==> src/rtl/display_scan_ctrl_if.sv <==
// Signal bundle between the display scan controller and its digit source / decoder side.
// The slave is the scan controller; the master drives the digit data and observes the scan outputs.
interface display_scan_ctrl_if;
  logic [15:0] hex_in;
  logic [3:0]  dp_in;
  logic [3:0]  blank_in;
  logic        en;
  logic [1:0]  a;
  logic [3:0]  digit;
  logic        dp;
  logic        frame_start;

  modport master (
    output hex_in, dp_in, blank_in,
    input  en, a, digit, dp, frame_start
  );

  modport slave (
    input  hex_in, dp_in, blank_in,
    output en, a, digit, dp, frame_start
  );
endinterface

==> src/rtl/display_scan_ctrl.sv <==
// Four-digit multiplexed display scanner: drives a 2-to-4 decoder with per-digit on time,
// inter-digit dead time, blanking and a per-frame input snapshot.
module display_scan_ctrl #(
  parameter int unsigned ON_CYCLES   = 50000,
  parameter int unsigned DEAD_CYCLES = 500,
  parameter int unsigned CNT_W       = 16
) (
  input logic                clk,
  input logic                rst_n,
  display_scan_ctrl_if.slave dsp
);

  typedef enum logic [1:0] {
    ST_LOAD = 2'd0,
    ST_ON   = 2'd1,
    ST_DEAD = 2'd2
  } state_t;

  localparam bit HAS_DEAD = (DEAD_CYCLES > 0);
  localparam logic [CNT_W-1:0] ON_LAST   = CNT_W'(ON_CYCLES - 1);
  localparam logic [CNT_W-1:0] DEAD_LAST = HAS_DEAD ? CNT_W'(DEAD_CYCLES - 1) : '0;

  state_t           state;
  logic [1:0]       idx;
  logic [CNT_W-1:0] cnt;
  logic [15:0]      hex_snap;
  logic [3:0]       dp_snap;
  logic [3:0]       blank_snap;
  logic             frame_start;

  always_ff @(posedge clk) begin
    if (!rst_n) begin
      state       <= ST_LOAD;
      idx         <= '0;
      cnt         <= '0;
      hex_snap    <= '0;
      dp_snap     <= '0;
      blank_snap  <= '0;
      frame_start <= 1'b0;
    end else begin
      frame_start <= 1'b0;
      case (state)
        ST_LOAD: begin
          hex_snap    <= dsp.hex_in;
          dp_snap     <= dsp.dp_in;
          blank_snap  <= dsp.blank_in;
          idx         <= '0;
          cnt         <= '0;
          state       <= ST_ON;
          frame_start <= 1'b1;
        end
        ST_ON: begin
          if (cnt == ON_LAST) begin
            cnt <= '0;
            // Without dead time the next digit follows directly from ON.
            if (HAS_DEAD)
              state <= ST_DEAD;
            else if (idx == 2'd3)
              state <= ST_LOAD;
            else
              idx <= idx + 2'd1;
          end else begin
            cnt <= cnt + CNT_W'(1);
          end
        end
        ST_DEAD: begin
          if (cnt == DEAD_LAST) begin
            cnt <= '0;
            if (idx == 2'd3) begin
              state <= ST_LOAD;
            end else begin
              idx   <= idx + 2'd1;
              state <= ST_ON;
            end
          end else begin
            cnt <= cnt + CNT_W'(1);
          end
        end
        default: state <= ST_LOAD;
      endcase
    end
  end

  // Outputs decode registered state only; inputs reach them solely through the snapshots.
  assign dsp.en          = (state == ST_ON) & ~blank_snap[idx];
  assign dsp.a           = idx;
  assign dsp.digit       = hex_snap[{idx, 2'b00} +: 4];
  assign dsp.dp          = (state == ST_ON) & dp_snap[idx];
  assign dsp.frame_start = frame_start;

endmodule
==> src/flat_wrapper.sv <==
// flat-port wrapper written by rule: the top's interface ports become plain ports
module display_scan_ctrl_flat 
#(
  parameter int unsigned ON_CYCLES   = 50000,
  parameter int unsigned DEAD_CYCLES = 500,
  parameter int unsigned CNT_W       = 16
)
  (clk, rst_n, dsp_hex_in, dsp_dp_in, dsp_blank_in, dsp_en, dsp_a, dsp_digit, dsp_dp, dsp_frame_start);
  display_scan_ctrl_if dsp_i ();
  input logic clk;
  input logic rst_n;
  input wire logic [$bits(dsp_i.hex_in)-1:0] dsp_hex_in;
  input wire logic [$bits(dsp_i.dp_in)-1:0] dsp_dp_in;
  input wire logic [$bits(dsp_i.blank_in)-1:0] dsp_blank_in;
  output wire logic [$bits(dsp_i.en)-1:0] dsp_en;
  output wire logic [$bits(dsp_i.a)-1:0] dsp_a;
  output wire logic [$bits(dsp_i.digit)-1:0] dsp_digit;
  output wire logic [$bits(dsp_i.dp)-1:0] dsp_dp;
  output wire logic [$bits(dsp_i.frame_start)-1:0] dsp_frame_start;
  assign dsp_i.hex_in = dsp_hex_in;
  assign dsp_i.dp_in = dsp_dp_in;
  assign dsp_i.blank_in = dsp_blank_in;
  assign dsp_en = dsp_i.en;
  assign dsp_a = dsp_i.a;
  assign dsp_digit = dsp_i.digit;
  assign dsp_dp = dsp_i.dp;
  assign dsp_frame_start = dsp_i.frame_start;
  display_scan_ctrl #(.ON_CYCLES(ON_CYCLES), .DEAD_CYCLES(DEAD_CYCLES), .CNT_W(CNT_W)) u_core (.clk(clk), .rst_n(rst_n), .dsp(dsp_i));
endmodule
==> config.mk <==
export PLATFORM = sky130hd
export DESIGN_NAME = display_scan_ctrl_flat
export DESIGN_NICKNAME = d
export VERILOG_FILES = /design/src/rtl/display_scan_ctrl_if.sv /design/src/rtl/display_scan_ctrl.sv /design/src/flat_wrapper.sv
export SDC_FILE = /design/constraint.sdc
export NUM_CORES = 1
export LEC_CHECK = 0
export ABC_AREA = 1
export BUFFER_PORTS_ARGS = -buffer_cell sky130_fd_sc_hd__buf_2
export CAP_MARGIN = 20
export CORE_MARGIN = 2
export CORE_UTILIZATION = 29
export DETAILED_ROUTE_END_ITERATION = 10
export SYNTH_ARGS = -nofsm -noshare
export SYNTH_HDL_FRONTEND = slang
export SYNTH_SLANG_ARGS = --single-unit
==> constraint.sdc <==
create_clock -name clk -period 1.29 [get_ports clk]
set_input_delay 0.129 -clock clk [delete_from_list [all_inputs] [get_ports clk]]
set_output_delay 0.129 -clock clk [all_outputs]
set_load 0.01 [all_outputs]
==> run_results.csv <==
group,metric,value,unit
run_status,status,"finished, violations left",
run_status,violations,"negative setup slack",
global_route,grt_usage,16.2,%
setup_path,required,1160,ps
setup_path,rrSetupSlack,-90,ps
clock_tree,h-tree-depth,2,
sta,max_freq,689,MHz
yosys,ys_ff_latch,45,
yosys,synth.most_common_cell,"nor2_1",
setup_path,timing.critical_path.max_delay_family,"buffers and inverters",
placed_design,numPortBuffers,34,
layout,drive_above_1_share,47.3,%
global_route,antenna_found_initial,0,
floorplan,ios,35,
clock_tree,cts-buffers-inserted,5,
floorplan,dieArea,8780,um^2
route,totalWireLength,7190,um
yosys,synth_cell_type_count,29,
placed_design,dp_worst_setup_slack,-182,ps
yosys,syn_inst,350,
floorplan,core,7770,um^2
floorplan,start_util,30.1,%
placed_design,place_hpwl,4480,um
yosys,synth.top_cell.area_share,38.6,%
setup_path,r2r-start,"u_core.cnt[1]",
setup_path,max_stage_delay,370,ps
sta,finalSetupViolCount,26,
global_route,grt_pass1_vias,2511,
yosys,netlist_area,2330,um^2
floorplan,die_w,93.7,um
route,drt_iter0_drc,81,
worst_hold_path,hold_path_end,"u_core.blank_snap[2]",
yosys,yosys_warnings,0,
yosys,ys_top_cells_by_area,"dfxtp_1 39%, nor2_1 14%, o21ai_0 9.4%",
clock_tree,tritoncts,"done",
clock_tree,root_buffer,"clkbuf_8",
sta,fin_tns_setup,-1740,ps
worst_hold_path,whs_path_depth,3,
power,power.density,1640,nW/um^2
clock_tree,clk_pin_slew,90,ps
yosys,async_flop_share,0,%
placed_design,gp_congestion,0.808,
global_route,grt_max_degree,32,
setup_path,r2r_cells,8,
yosys,synthDominantAreaCellType,"dfxtp_1",
route,ant_nets,0,
route,via_per_inst,4.91,
route,dr.pass1.iters,4,
sta,timing.final.crit_share,113,%
floorplan,rows,32,
setup_path,path_cells,"inv_2 > buf_6 > o21ai_0 > o22ai_1 > buf_2",
layout,final_nets,470,
setup_path,crit_slowest_cell,"dfxtp_4",
floorplan,die_h,93.7,um
clock_tree,insertion_delay,300,ps
layout,syn_to_final_growth,56.0,%
sta,hold_viol_final,0,
global_route,grt_overflow,0,
setup_path,end_kind,"output port",
run,maxCapViolCount,0,
setup_path,path_class,"reg -> out",
clock_tree,clk_path_buf_depth,2,
yosys,syn_area_per_cell,6.67,um^2
sta,post-route-min-period,1450,ps
clock_tree,clock-sinks,45,
yosys,synth_flop_cell,"dfxtp_1",
sta,rsz0062_at_grt,"true",
setup_path,r2r_end,"u_core.state[0]",
sta,worst_pin_slew,407,ps
power,p_total,0.00598,W
yosys,seq_area_frac_synth,38.6,%
yosys,synth_commonest_cells,"85 x nor2_1, 53 x nand2_1, 45 x dfxtp_1, 44 x o21ai_0, 24 x inv_1",
worst_hold_path,hp-start,"dsp_blank_in[2]",
route,wire_per_inst,13.3,um
setup_path,critPathBufInv,3,
yosys,syn-num-nets,383,
setup_path,start_kind,"flip-flop",
yosys,synth-edff-count,0,
route,num_vias,2653,
sta,skew,3.06,ps
sta,fin_ws,-162,ps
global_route,grt_pass1_wl,11400,um
route,drc_errors,0,
sta,fin_hold_ws,43.1,ps
layout,antenna_cells,0,
worst_hold_path,worstHoldPathType,"in -> reg",
setup_path,arrival,1320,ps
sta,slew_violations,0,
layout,fillers,784,
setup_path,cp_max_fo,6,
power,vdd_ir_drop_max,983,uV
sta,relSlewSlack,72.9,%
power,total_leakage_power,1.49,nW
-- metrics by stage --
step	instances	utilization [%]	area [um^2]
after detailed placement	511	37.0	2880
after global routing	540	46.9	3640
after CTS	526	41.7	3240
after floorplan	350	-	2350
after global placement	511	37.0	2880
final	540	46.9	3640
-- state kept, by name (all words and copies together) (netlist names) --
register	count
u_core.hex_snap	16
u_core.dsp.a	2
u_core.cnt	16
u_core.blank_snap	4
u_core.dsp.frame_start	1
u_core.state	2
u_core.dp_snap	4
-- worst register-to-register path, delay by kind of cell, from the launching register on --
family	cells	cell delay, ps
flops	1	360
fa+ha+maj	1	170
simple gates	6	610
compound gates	1	130
-- power by group --
group	switching, W	total (W)	internal (W)
Combinational	0.00169	0.00290	0.00121
Clock	0.000515	0.00110	0.000583
Sequential	0.000212	0.00198	0.00177
Total	0.00241	0.00598	0.00356
-- how the worst max path moves through the flow --
stage	start	to	cells after the start
final	u_core.dsp.a[0]	dsp_digit[2]	5
after detailed placement	u_core.cnt[0]	u_core.cnt[2]	8
after global routing	u_core.dsp.a[0]	dsp_dp	6
after floorplan	u_core.cnt[0]	u_core.state[1]	9
after global placement	u_core.cnt[0]	u_core.cnt[2]	8
after CTS	u_core.dsp.a[0]	dsp_digit[2]	4
-- routing by layer --
| metal | vias to the layer above | GRT usage (%) | wire length, um |
|---|---|---|---|
| met5 | - | 0 | 0 |
| met4 | 0 | 3.74 | 77 |
| met1 | 1263 | 20.8 | 3010 |
| met2 | 60 | 27.9 | 3740 |
| met3 | 9 | 3.21 | 373 |
| li1 | 1321 | - | - |
-- repair_timing --
item,CTS,global route
buffers inserted,5,14
gates resized for setup,63,87
pin swaps,17,32
hold buffers,0,0
setup endpoints to repair,26,47
cloned,2,0
-- cell usage in the layout, fill, tap and decap left out, types with 2 or more instances in the layout --
cell	n
a21oi_1	8
clkinv_4	3
ha_1	2
inv_2	8
nand2_8	3
inv_1	16
nand2_1	43
dfxtp_4	9
nand3_2	10
buf_8	2
buf_4	47
nand2_4	7
nand3_4	4
nor2_1	71
o21ai_2	3
buf_2	33
nand3_1	5
dfxtp_2	9
a21oi_2	16
nand3b_1	2
o21ai_0	33
buf_6	9
o21ai_1	9
nor2_2	11
nand4_1	5
clkbuf_8	5
dfxtp_1	27
nand2_2	9
inv_4	2
ha_4	4
o22ai_1	4
nor2_4	8
-- final cells by class --
class / instances / area (um^2) / area share [%]
Sequential cell: 45 / 946 / 26.0
Timing Repair Buffer: 92 / 669 / 18.4
Inverter: 28 / 120 / 3.30
Multi-Input combinational cell: 265 / 1670 / 45.8
Tap cell: 102 / 128 / 3.50
Clock inverter: 2 / 38.8 / 1.06
Clock buffer: 6 / 72.6 / 1.99
-- logic make-up after synthesis --
group	Yosys count	share of synthesized area, %
AND/OR/NAND/NOR	178	32.6
buffers and inverters	41	6.91
AO/OA/AOI/OAI	79	18.2
adder cells (fa/ha/maj)	7	3.75
flip-flops	45	38.6
Power figures use the tool's default switching activity.
